--- src/rtl/fp_pkg.sv ---
// Shared float-pipe constants and record types.
// Default widths and the 1.5 encoding used by the subtractor.
package fp_pkg;

   localparam int EXP_W_D = 8;
   localparam int MAN_W_D = 23;
   localparam int GRD_W_D = 3;
   localparam int DLY_W_D = 31;
   localparam int BIAS_D  = (1 << (EXP_W_D - 1)) - 1;

   localparam logic [EXP_W_D-1:0] C_EXP_D = EXP_W_D'(BIAS_D);
   localparam logic [MAN_W_D-1:0] C_MAN_D = 23'h400000;

   typedef struct packed {
      logic [EXP_W_D-1:0] exp;
      logic [MAN_W_D-1:0] man;
   } fp_op_t;

   typedef struct packed {
      logic [MAN_W_D+GRD_W_D:0] d;
      logic                     sp_flag;
      logic                     err;
      logic                     ein;
      logic [EXP_W_D-1:0]       exp;
      logic [DLY_W_D-1:0]       dly;
   } fp_s1_t;

endpackage

--- src/rtl/fp_norm_round.sv ---
// Leading-zero normalise, round and pack of an unsigned significand.
// Rounds to nearest-even when FP_CSUB_RNE_EN is defined, else truncates.
module fp_norm_round
   import fp_pkg::*;
#(
   parameter int EXP_W = EXP_W_D,
   parameter int MAN_W = MAN_W_D,
   parameter int GRD_W = GRD_W_D
) (
   input  logic [MAN_W+GRD_W:0]     d,
   input  logic [EXP_W-1:0]         exp_in,
   input  logic                     kill,
   output logic [EXP_W+MAN_W-1:0]   res
);

   localparam int W   = MAN_W + GRD_W + 1;
   localparam int LZW = $clog2(W + 1);

   logic [LZW-1:0]          lzc;
   logic [W-1:0]            n;
   logic signed [EXP_W+1:0] e_raw;
   logic [MAN_W:0]          m_rnd;
   logic [EXP_W-1:0]        e_fin;
   logic                    rup;
   logic                    unused_bits;

   // Highest set bit wins, so the last match in the loop is kept.
   always_comb begin
      lzc = LZW'(W);
      for (int i = 0; i < W; i++) begin
         if (d[i]) lzc = LZW'(W - 1 - i);
      end
   end

   assign n = d << lzc;

   assign e_raw = $signed({2'b00, exp_in})
                - $signed({{(EXP_W + 2 - LZW){1'b0}}, lzc});

`ifdef FP_CSUB_RNE_EN
   assign rup = n[GRD_W-1]
              & ((|n[GRD_W-2:0]) | n[GRD_W]);
   assign unused_bits = n[W-1];
`else
   assign rup = 1'b0;
   assign unused_bits = ^{n[W-1], n[GRD_W-1:0]};
`endif

   // A carry out of the mantissa leaves it zero and bumps exp.
   assign m_rnd = {1'b0, n[W-2:GRD_W]} + (MAN_W + 1)'(rup);
   assign e_fin = e_raw[EXP_W-1:0] + EXP_W'(m_rnd[MAN_W]);

   always_comb begin
      res = '0;
      if (!kill && !e_raw[EXP_W+1] && e_raw != '0) begin
         res = {e_fin, m_rnd[MAN_W-1:0]};
      end
   end

endmodule

--- src/rtl/fp_const_sub_pipe.sv ---
// Two-stage pipelined R = C - x with valid/ready and sideband.
// Rounding mode selected by FP_CSUB_RNE_EN (truncate when undefined).
module fp_const_sub_pipe
   import fp_pkg::*;
#(
   parameter int               EXP_W = EXP_W_D,
   parameter int               MAN_W = MAN_W_D,
   parameter int               GRD_W = GRD_W_D,
   parameter int               DLY_W = DLY_W_D,
   parameter logic [EXP_W-1:0] C_EXP = C_EXP_D,
   parameter logic [MAN_W-1:0] C_MAN = C_MAN_D
) (
   input  logic                   clk,
   input  logic                   rst_n,
   input  logic                   in_valid,
   output logic                   in_ready,
   input  logic [EXP_W+MAN_W-1:0] float_in,
   input  logic [DLY_W-1:0]       float_in_delay,
   input  logic                   error_in,
   output logic                   out_valid,
   input  logic                   out_ready,
   output logic [EXP_W+MAN_W-1:0] float_out,
   output logic [DLY_W-1:0]       float_out_delay,
   output logic                   error_out
);

   localparam int W = MAN_W + GRD_W + 1;
   localparam logic [W-1:0] CV = {1'b1, C_MAN, {GRD_W{1'b0}}};

   typedef struct packed {
      logic [W-1:0]     d;
      logic             sp_flag;
      logic             err;
      logic             ein;
      logic [EXP_W-1:0] exp;
      logic [DLY_W-1:0] dly;
   } s1_t;

   logic v1, v2, adv1, adv2, kill;
   s1_t  s1_d, s1_q;

   logic [EXP_W-1:0]       x_exp;
   logic [MAN_W-1:0]       x_man;
   logic [W-1:0]           xv, al, mask;
   logic [EXP_W+MAN_W-1:0] nr_res;
   int                     sh;

   assign adv2      = ~v2 | out_ready;
   assign adv1      = ~v1 | adv2;
   assign in_ready  = adv1;
   assign out_valid = v2;

   assign {x_exp, x_man} = float_in;
   assign xv = {1'b1, x_man, {GRD_W{1'b0}}};

   always_comb begin
      s1_d = '0;
      al   = '0;
      mask = '0;
      sh   = 0;
      if (x_exp == '0) begin
         al = '0;
      end else if (&x_exp) begin
         s1_d.sp_flag = 1'b1;
         s1_d.err     = 1'b1;
      end else if (x_exp > C_EXP ||
                   (x_exp == C_EXP && x_man >= C_MAN)) begin
         s1_d.err = 1'b1;
      end else begin
         sh = int'(C_EXP) - int'(x_exp);
         if (sh >= W) begin
            al = W'(1);
         end else begin
            // Bits shifted past the LSB collapse into the sticky bit.
            mask  = ~({W{1'b1}} << sh);
            al    = xv >> sh;
            al[0] = al[0] | (|(xv & mask));
         end
      end
      s1_d.d   = CV - al;
      s1_d.ein = error_in;
      s1_d.exp = C_EXP;
      s1_d.dly = float_in_delay;
   end

   assign kill = s1_q.err | s1_q.sp_flag | (s1_q.d == '0);

   fp_norm_round #(
      .EXP_W (EXP_W),
      .MAN_W (MAN_W),
      .GRD_W (GRD_W)
   ) u_nr (
      .d      (s1_q.d),
      .exp_in (s1_q.exp),
      .kill   (kill),
      .res    (nr_res)
   );

   always_ff @(posedge clk or negedge rst_n) begin
      if (!rst_n) begin
         v1              <= 1'b0;
         v2              <= 1'b0;
         s1_q            <= '0;
         float_out       <= '0;
         float_out_delay <= '0;
         error_out       <= 1'b0;
      end else begin
         if (adv1) begin
            v1 <= in_valid;
            if (in_valid) s1_q <= s1_d;
         end
         if (adv2) begin
            v2 <= v1;
            if (v1) begin
               float_out       <= nr_res;
               float_out_delay <= s1_q.dly;
               error_out       <= s1_q.ein | kill;
            end
         end
      end
   end

endmodule

--- config.mk ---
export PLATFORM = sky130hd
export DESIGN_NAME = fp_const_sub_pipe
export DESIGN_NICKNAME = d
export VERILOG_FILES = /design/src/rtl/fp_pkg.sv /design/src/rtl/fp_norm_round.sv /design/src/rtl/fp_const_sub_pipe.sv
export SDC_FILE = /design/constraint.sdc
export NUM_CORES = 1
export LEC_CHECK = 0
export BUFFER_PORTS_ARGS = -buffer_cell sky130_fd_sc_hd__buf_2
export CORE_MARGIN = 4
export CORE_UTILIZATION = 40
export CTS_BUF_LIST = sky130_fd_sc_hd__clkbuf_16
export DETAILED_ROUTE_END_ITERATION = 10
export GPL_ROUTABILITY_DRIVEN = 0
export GPL_TIMING_DRIVEN = 0
export SLEW_MARGIN = 30
export SYNTH_ARGS = -nofsm -noshare
export SYNTH_HDL_FRONTEND = slang
export SYNTH_HIERARCHICAL = 1
export SYNTH_SLANG_ARGS = --single-unit
--- constraint.sdc ---
create_clock -name clk -period 4.3 [get_ports clk]
set_clock_uncertainty 0.15 [all_clocks]
set_input_delay 0.43 -clock clk [delete_from_list [all_inputs] [get_ports clk]]
set_output_delay 0.43 -clock clk [all_outputs]
set_load 0.01 [all_outputs]
==> results.yml <==
drt:
  routed_wl_microns: 32200
  vias: 9765
  antenna_left: 0
  drt_iter0_drc: 1046
  dr.pass1.iters: 6
  drcViolationCount: 0
  vias_per_cell: 6.04
  wl_per_cell_microns: 19.9
setup_path:
  max_stage_delay_ns: 0.45
  criticalPathCategory: "reg2reg"
  crit_fanout: 9
  required_ns: 4.45
  path_common_cell: "or3_1"
  slowest_stage: "dfrtp_2"
  path_buf_inv: 3
  cpLargestDelayFamily: "simple AND/OR/NAND/NOR gates"
  start_kind: "flop"
  cp_cell_sequence: "or3_1 -> o211a_1 -> o31a_1 -> buf_8 -> inv_2 -> ha_4 -> fa_2 -> nor2b_1 -> o21a_1 -> or4_4 -> a211oi_4 -> buf_4 -> a21o_4 -> nor4_1 -> or3_1 -> mux2_2"
  crit_arrival_ns: 4.29
  end_kind: "flop"
placed_design:
  post-dp-hpwl_microns: 23800
  postPlaceCellArea_sq_um: 10700
  post-place-ws_ns: -1.17
  port_buffers: 125
cells_and_area:
  utilization: 0.503
  nFillCells: 2296
  antenna_cells: 0
  final_nets: 1358
  design_area_sq_um: 11900
  drive_gt1_frac: 0.307
  area_growth_pct: 23.4
hold_path:
  hold_class: "in2reg"
clocking:
  numCtsBuffers: 17
  root_buffer: "clkbuf_16"
  path_clk_slew_ns: 0.06
  clkLatencyLatePin_ns: 0.42
  htree_levels: 4
  clock_path_buffers: 2
  cts_tree: "yes"
  cts.sinks: 127
logic_synthesis:
  yosysWarnings: 6
  ys_ff_latch: 127
  netlist.area_leader.share: 0.330
  synthTopCellsByArea: "dfrtp_1 33%, mux2_2 9.5%, nand2_1 7.2%, mux2i_1 4.4%, nor2_1 3.0%"
  syn_avg_cell_area_sq_um: 8.73
  synth.largest_area_cell: "dfrtp_1"
  yosys_most_used_dff: "dfrtp_1"
  synthArstFlopShare: 1.00
  synth_edf_count: 0
  netlist_instances: 1103
  synth_cell_types: 93
  synth_area_sq_um: 9630
  ys_seq_area_frac: 0.330
global_routing:
  overflow: 0
  antenna_found_initial: 2
  grt_usage: 0.237
  grt_max_degree: 88
  grt_first_pass_wirelength_microns: 50900
  grt_pass1_vias: 9326
run_status:
  outcome: "finished, final reports clean"
pwr:
  p_sw_w: 0.00152
  swShare: 0.348
  p_comb_frac: 0.304
  power.share.clock: 0.320
  p_int_w: 0.00284
  power_density_nw_per_um2: 367
  peakVddDrop_uv: 239
  seqPwrFrac: 0.376
  p_leak_nw: 5.20
timing:
  slew_headroom: 0.326
  hold_viol: 0
  worst_slew_pin_slew_ns: 1.00
  layout_setup_ws_ns: 0.161
  finalMaxSlewViolations: 0
  fmax_ghz: 0.242
  period_share: 0.963
  setup_viol: 0
  fin_crit_ns: 4.14
die:
  die_area_sq_um: 26600
  die_x_microns: 163
  io_pins: 132
  die_y_microns: 163
  row_count: 56
  core_area_sq_um: 23600
  initial_core_util: 0.408
run:
  max_cap_violations: 0
==> placed cells by master, fill, tap and decap left out, types with 7 or more instances in the layout <==
master / synthesis / layout
inv_1: 17 / 13
o31ai_1: 12 / 12
a21o_1: 11 / 10
a21oi_1: 42 / 39
nand2_1: 185 / 183
a211o_1: 7 / 7
and2_1: 7 / 7
mux2i_1: 42 / 42
o221ai_1: 12 / 12
mux4_2: 12 / 12
nor2b_1: 19 / 18
o211ai_1: 8 / 8
or3_1: 8 / 8
buf_4: 3 / 47
nand4_1: 9 / 9
a211oi_1: 12 / 10
nand3_1: 28 / 26
dfrtp_1: 127 / 114
nor3_1: 27 / 26
buf_2: 16 / 130
mux2_2: 81 / 81
nor3b_1: 8 / 8
nor2_1: 78 / 75
clkbuf_16: 0 / 17
dfrtp_2: 0 / 13
clkbuf_1: 47 / 35
o21ai_0: 51 / 50
nor4_1: 22 / 15
nand2b_1: 19 / 19
o21a_1: 8 / 8
xnor2_1: 8 / 7
xor2_1: 9 / 9
o22ai_1: 17 / 17
nand3b_1: 9 / 9
==> cell usage after synthesis (7+ instances only) <==
library cell  number
mux4_2            12
a21oi_1           42
a211oi_1          12
nand2_1          185
nand3_1           28
inv_1             17
o22ai_1           17
nand2b_1          19
nor3b_1            8
nand3b_1           9
xor2_1             9
nor2_1            78
xnor2_1            8
and2_1             7
mux2i_1           42
nor2b_1           19
o31ai_1           12
o221ai_1          12
clkbuf_1          47
dfrtp_1          127
o21a_1             8
nor4_1            22
buf_2             16
nor3_1            27
or3_1              8
nand4_1            9
a211o_1            7
o211ai_1           8
o21ai_0           51
a21o_1            11
mux2_2            81
==> area by class of cell <==
| cell class | count | area [sq um] | share of cell area |
|---|---|---|---|
| Multi-Input combinational cell | 886 | 6280 | 0.528 |
| Timing Repair Buffer | 168 | 981 | 0.0825 |
| Clock buffer | 17 | 425 | 0.0358 |
| Buffer | 66 | 387 | 0.0325 |
| Inverter | 18 | 77.6 | 0.00653 |
| Tap cell | 319 | 399 | 0.0336 |
| Sequential cell | 127 | 3190 | 0.269 |
| Clock inverter | 15 | 148 | 0.0124 |
==> per-layer routing <==
layer | vias up | routed length (microns) | global-route usage
met4 | 4 | 1050 | 0.0774
met2 | 545 | 14300 | 0.359
li1 | 4450 | - | -
met3 | 120 | 3120 | 0.0636
met1 | 4646 | 13800 | 0.331
met5 | - | 27 | 0
==> worst paths after layout <==
kind | start | end | slack [ns] | cells after the start
min reg2reg | s1_q[9] | s1_q[9] | 0.32 | 2
max reg2reg | s1_q[52] | float_out[22] | 0.16 | 16
max in group asynchronous | rst_n | s1_q[66] | 2.88 | 3
min in group asynchronous | rst_n | s1_q[50] | 0.34 | 2
min | float_in_delay[19] | s1_q[19] | 0.05 | 3
max | s1_q[52] | float_out[22] | 0.16 | 16
==> timing repair <==
item                       in CTS  in global routing
hold endpoints to repair       40                  0
pin swaps                       7                 14
hold buffers                    1                  0
gates resized for setup        39                 48
buffers inserted               15                 26
setup endpoints to repair      38                 39
==> state kept, by name (all words and copies together) (netlist names) <==
| name | flops |
|---|---|
| s1_q | 62 |
| v1 | 1 |
| out_valid | 1 |
| float_out_delay | 31 |
| float_out | 31 |
| error_out | 1 |
==> worst min-delay path, cell delays in order <==
cell	delay, ns
buf_2	0.07
nand2_1	0.04
nand2_1	0.04
==> power by group through the flow <==
stage	Clock (W)	Combinational [W]	Sequential (W)
global placement	0	0.00122	0.00165
detailed placement	0	0.00124	0.00165
finish	0.00139	0.00133	0.00164
floorplan	0	0.000707	0.00168
global route	0.00149	0.00145	0.00168
CTS	0.00143	0.00128	0.00164
==> logic make-up (layout without fill, tap and decap cells) <==
kind of cell | Yosys count | after routing | synth area share
AOI/OAI and AO/OA | 266 | 266 | 0.196
xor gates and xnor gates | 17 | 17 | 0.0155
adders and majority gates | 7 | 7 | 0.00987
buffers and inverters | 92 | 284 | 0.0443
DFF | 127 | 127 | 0.330
muxes | 142 | 142 | 0.176
other | 1 | 3 | 0.000389
and+or+nand+nor | 451 | 451 | 0.227
==> metrics by stage <==
stage	hold WS [ns]	instances	setup TNS (ns)	total power [W]
after floorplan	-0.0156	1105	0	0.00239
after global routing	0.0454	1616	-0.00644	0.00461
final	0.0495	1616	0	0.00436
after global placement	0.306	1549	-27.24	0.00287
after detailed placement	0.196	1550	-25.18	0.00289
after CTS	0.0333	1593	0	0.00435
Note: power is estimated with default switching activity, not from simulation.
